### src/rtl/fsm_pkg.sv
// ---------------------------------------------------------------------------
// fsm_pkg
// Shared definitions for the Mealy sequence FSM and its downstream symbol
// packer: the symbol width, the FSM output symbol codes, the packer state
// encoding and the width of the drop counter.
// No ports (package).
// ---------------------------------------------------------------------------
package fsm_pkg;

    localparam int SYM_W      = 2;
    localparam int DROP_CNT_W = 8;

    // Symbols emitted on the FSM Y output
    localparam logic [SYM_W-1:0] Y_00 = 2'b00;
    localparam logic [SYM_W-1:0] Y_01 = 2'b01;
    localparam logic [SYM_W-1:0] Y_10 = 2'b10;

    typedef enum logic {
        FILL = 1'b0,
        FULL = 1'b1
    } pack_state_t;

endpackage

### src/rtl/y_symbol_packer_sat_counter.sv
// ---------------------------------------------------------------------------
// sat_counter
// Up-counter that sticks at its all-ones value instead of wrapping.
// Ports:
//   clk   - clock, rising edge
//   reset - synchronous, active-high; clears the count
//   inc   - increment enable
//   count - current count value (W bits)
// ---------------------------------------------------------------------------
module sat_counter #(
    parameter int W = 8
) (
    input  logic         clk,
    input  logic         reset,
    input  logic         inc,
    output logic [W-1:0] count
);

    always_ff @(posedge clk) begin
        if (reset)
            count <= '0;
        else if (inc && (count != {W{1'b1}}))
            count <= count + {{(W-1){1'b0}}, 1'b1};
    end

endmodule

### src/rtl/y_symbol_packer.sv
// ---------------------------------------------------------------------------
// y_symbol_packer
// Collects the SYM_W-bit symbols produced by the sequence FSM and packs them
// LSB-first into SYMS_PER_WORD-symbol words presented on a valid/ready port.
// A packing register plus a one-word output register absorb one word of
// consumer back-pressure; symbols offered while stalled are dropped and
// counted. A level-sensitive flush emits the current partial word.
// Ports:
//   clk, reset           - clock and synchronous active-high reset
//   sym_in, sym_valid    - incoming symbol and its qualifier
//   sym_ready            - symbol accepted this cycle (state FILL)
//   flush                - emit the current partial word
//   word_out, word_len   - packed word and number of valid symbols in it
//   word_valid, word_ready - output handshake
//   drop_cnt             - saturating count of dropped symbols
// ---------------------------------------------------------------------------
module y_symbol_packer
    import fsm_pkg::*;
#(
    parameter int SYMS_PER_WORD = 4,
    parameter int SYM_W         = fsm_pkg::SYM_W
) (
    input  logic                                  clk,
    input  logic                                  reset,
    input  logic [SYM_W-1:0]                      sym_in,
    input  logic                                  sym_valid,
    output logic                                  sym_ready,
    input  logic                                  flush,
    output logic [SYM_W*SYMS_PER_WORD-1:0]        word_out,
    output logic [$clog2(SYMS_PER_WORD+1)-1:0]    word_len,
    output logic                                  word_valid,
    input  logic                                  word_ready,
    output logic [DROP_CNT_W-1:0]                 drop_cnt
);

    localparam int WORD_W = SYM_W * SYMS_PER_WORD;
    localparam int LEN_W  = $clog2(SYMS_PER_WORD + 1);
    localparam logic [LEN_W-1:0] FULL_LEN = LEN_W'(SYMS_PER_WORD);

    pack_state_t        state;
    logic [LEN_W-1:0]   cnt;
    logic [WORD_W-1:0]  pack_reg;

    logic               accept;
    logic               slot_free;
    logic               complete;
    logic [LEN_W-1:0]   eff_cnt;
    logic [WORD_W-1:0]  next_pack;

    // Ready depends on state alone so there is no path from word_ready.
    assign sym_ready = (state == FILL);

    // Next packing-register contents and word-completion decision. The
    // effective count includes a symbol accepted in this same cycle so that
    // a flush arriving with a symbol emits that symbol too.
    always_comb begin
        accept    = sym_valid && sym_ready;
        slot_free = !word_valid || word_ready;
        eff_cnt   = cnt + LEN_W'(accept);
        next_pack = pack_reg;
        if (accept)
            next_pack[int'(cnt)*SYM_W +: SYM_W] = sym_in;
        complete  = (state == FILL) &&
                    ((accept && (eff_cnt == FULL_LEN)) ||
                     (flush && (eff_cnt != '0)));
    end

    // Packer FSM. In FULL the finished word sits in pack_reg with its length
    // in cnt until the output register frees up.
    always_ff @(posedge clk) begin
        if (reset) begin
            state      <= FILL;
            cnt        <= '0;
            pack_reg   <= '0;
            word_out   <= '0;
            word_len   <= '0;
            word_valid <= 1'b0;
        end else begin
            case (state)
                FILL: begin
                    if (complete && slot_free) begin
                        word_out   <= next_pack;
                        word_len   <= eff_cnt;
                        word_valid <= 1'b1;
                        cnt        <= '0;
                        pack_reg   <= '0;
                    end else if (complete) begin
                        pack_reg   <= next_pack;
                        cnt        <= eff_cnt;
                        state      <= FULL;
                    end else begin
                        pack_reg   <= next_pack;
                        cnt        <= eff_cnt;
                        if (word_ready)
                            word_valid <= 1'b0;
                    end
                end
                FULL: begin
                    if (slot_free) begin
                        word_out   <= pack_reg;
                        word_len   <= cnt;
                        word_valid <= 1'b1;
                        cnt        <= '0;
                        pack_reg   <= '0;
                        state      <= FILL;
                    end
                end
                default: state <= FILL;
            endcase
        end
    end

    sat_counter #(
        .W(DROP_CNT_W)
    ) u_drop_cnt (
        .clk   (clk),
        .reset (reset),
        .inc   (sym_valid && !sym_ready),
        .count (drop_cnt)
    );

endmodule

### config.mk
export PLATFORM = sky130hd
export DESIGN_NAME = y_symbol_packer
export DESIGN_NICKNAME = d
export VERILOG_FILES = /design/src/rtl/fsm_pkg.sv /design/src/rtl/y_symbol_packer_sat_counter.sv /design/src/rtl/y_symbol_packer.sv
export SDC_FILE = /design/constraint.sdc
export NUM_CORES = 1
export LEC_CHECK = 0
export ABC_CLOCK_PERIOD_IN_PS = 4100
export CORE_ASPECT_RATIO = 1.1
export CORE_MARGIN = 3
export CORE_UTILIZATION = 53
export CTS_CLUSTER_SIZE = 25
export DETAILED_ROUTE_END_ITERATION = 12
export PLACE_DENSITY = 0.87
export SLEW_MARGIN = 20
export SYNTH_ARGS = -nofsm -noshare
export SYNTH_HDL_FRONTEND = slang
export SYNTH_HIERARCHICAL = 1
export SYNTH_SLANG_ARGS = --single-unit
### constraint.sdc
create_clock -name clk -period 4.1 [get_ports clk]
set_clock_uncertainty 0.2 [all_clocks]
set_input_delay 0.82 -clock clk [delete_from_list [all_inputs] [get_ports clk]]
set_output_delay 0.82 -clock clk [all_outputs]
set_load 0.005 [all_outputs]
==> impl_metrics.toml <==
[sta]
worst_slew_pin_slew_ns = 0.7352
rsz0062_at_grt = "false"
setup_violations = 0
slew_headroom = 0.5061
setup_tns_ns = 0
fmax_mhz = 273.6
finalCritPeriodShare = 0.8914
slew_violations = 0
min_period_ns = 3.655
hold_viol = 0

[logic_synthesis]
synth_async_sr_flop_share = 0
ys_ff_latch = 32
synth_top_family_by_area = "simple AND/OR/NAND/NOR gates"
yosysSeqAreaShare = 0.3603
synth_cells = 189
synth-xor-area-share = 0.009852
synth_compound_area_frac = 0.1977
synth_area_um2 = 1778
yosys_warnings = 6
synth_flop_cell = "dfxtp_1"
synth_edf_count = 0
synth.avg_cell_area_um2 = 9.407
synthAdderAreaFrac = 0.05630
synthSimpleGateAreaFrac = 0.2294
synth_cell_type_count = 48
syn-num-nets = 204
muxShareOfSynthArea = 0.09782

[die]
start_util = 0.5686
num_io_pins = 28
die_area_um2 = 4086
core_um2 = 3127
std_cell_rows = 21
dieHeight_um = 66.75
die_w_um = 61.23

[grt]
grt.overflow.total = 0
grt_pass1_wl_um = 6168
antenna_found_initial = 0
grt.total_usage = 0.2031
grt_max_degree = 24
grt_pass1_vias = 1339

[worst_setup_path]
setup.worst_path.start = "sym_valid"
slowest_delay_ns = 0.57
critical_path_buf_inv_count = 1
path_common_cell = "ha_1"
crit_chain = "clkdlybuf4s50_1 -> nor2b_1 -> ha_1 -> ha_1 -> or4b_4 -> a221oi_1 -> nor3_1 -> a32o_1"
crit_family = "simple AND/OR/NAND/NOR gates"
path_max_fanout = 7
crit_type = "in2reg"
endpoint_kind = "flop"
cp-start-kind = "input pin"
arrival_ns = 3.69
cp.required_ns = 4.14
critPathSlowestCell = "or4b_4"
rr_startpoint = "state"

[power]
p_per_area_nw_per_um2 = 328.8
irDropWorstVdd_mv = 0.2405
finalPower_uw = 695.7
p_leak_uw = 0.0008111

[cells_and_area]
nNetsFinal = 232
fin_cells = 252
area_delta_synth_final_pct = 19.00
drive_gt1_frac = 0.1009
antenna_cells = 0
final_util = 0.6767

[clocking]
numClockSinks = 32
clkLatencyLatePin_ns = 0.33
clk_path_buf_depth = 2
cts.htree.levels = 2
hold_buffers = 0
cts_tree = "built"
post_cts_resized = 0
clkTransAtPathRegs_ns = 0.10
cts_setup_buffers = 0
cts_inserted_buffers = 5
root_buffer = "clkbuf_4"

[status]
status = "finished clean"

[placement]
hpwl_um = 2703
place_inst = 244
place_congestion = 0.7991
io_buffer_count = 27

[flow_run]
max_cap_violations = 0

[routing]
dr_total_vias = 1486
via_per_inst = 5.897
postRouteAntennaNets = 0
drt_wl_total_um = 3610
first_pass_iters = 4
wire_per_inst_um = 14.33
drt_iter0_drc = 71
drc = 0

[min_path]
min_from = "word_out[1]"
min_path_type = "reg2reg"
synth_stat cells, types with 6 or more instances:
| cell type | number | share of area |
|---|---|---|
| a211oi_1 | 8 | 0.034 |
| a21oi_1 | 8 | 0.023 |
| dfxtp_1 | 32 | 0.36 |
| ha_1 | 8 | 0.056 |
| inv_1 | 11 | 0.023 |
| mux2_4 | 6 | 0.051 |
| nand2_1 | 10 | 0.021 |
| nor2_1 | 9 | 0.019 |
| nor2b_1 | 9 | 0.032 |
| nor3_1 | 7 | 0.020 |
stage by stage:
stage               cell area (µm²)  hold WS [ns]  worst slack (ns)
finish                         2116        0.2636            0.4452
global route                   2116        0.2850            0.2767
CTS                            2116        0.2717            0.4668
detailed placement             2057        0.2484            0.1167
global placement               2057        0.2377            0.1584
floorplan                      1778        0.2244            0.8967
cell families after synthesis:
| kind of cell | Yosys count |
|---|---|
| flip-flops | 32 |
| buffers and inverters | 19 |
| AO/OA/AOI/OAI | 46 |
| multiplexers | 14 |
| XOR/XNOR | 2 |
| adder cells (fa/ha/maj) | 8 |
| AND/OR/NAND/NOR | 68 |
power by group:
group	total, µW	internal (µW)	switching, µW	leakage (µW)
clock network	187	84.5	103	0.0000326
registers	340	326	14.4	0.000259
logic	168	80.9	87.2	0.000519
total	696	491	204	0.000811
layer usage:
metal | global-route usage | part of all wire | vias to the layer above
li1 | - | - | 756
met1 | 0.2672 | 0.46 | 693
met2 | 0.3095 | 0.48 | 31
met3 | 0.06783 | 0.048 | 6
met4 | 0.06233 | 0.011 | 0
met5 | 0 | 0 | -
placed cells by master (no fill, tap or decap), types with 6 or more instances in the layout:
master	Yosys	routed
a21oi_1	8	8
dfxtp_1	32	32
nor2b_1	9	9
inv_1	11	11
ha_1	8	8
nand2_1	10	10
mux2_4	6	6
nor2_1	9	9
a211oi_1	8	8
nor3_1	7	7
clkdlybuf4s50_1	0	27
worst reg2reg max path, delay by kind of cell (launching register included):
kind,cells,cell delay [ns]
flip-flops,1,0.64
AND/OR/NAND/NOR,3,0.90
AO/OA/AOI/OAI,2,0.84
adder cells (fa/ha/maj),2,0.53
final timing paths:
kind / endpoint / slack, ns / cells after the start
min: word_out[1] / 0.26 / 2
max reg2reg: pack_reg[5] / 0.89 / 7
min reg2reg: word_out[1] / 0.26 / 2
max: pack_reg[5] / 0.45 / 8
layout make-up:
type	count	area (µm²)
Multi-Input combinational cell	138	1051
Fill cell	277	1011
Sequential cell	32	640.6
Timing Repair Buffer	28	277.8
Clock buffer	8	58.81
Inverter	12	45.04
Tap cell	34	42.54
Note: power is estimated with default switching activity, not from simulation.
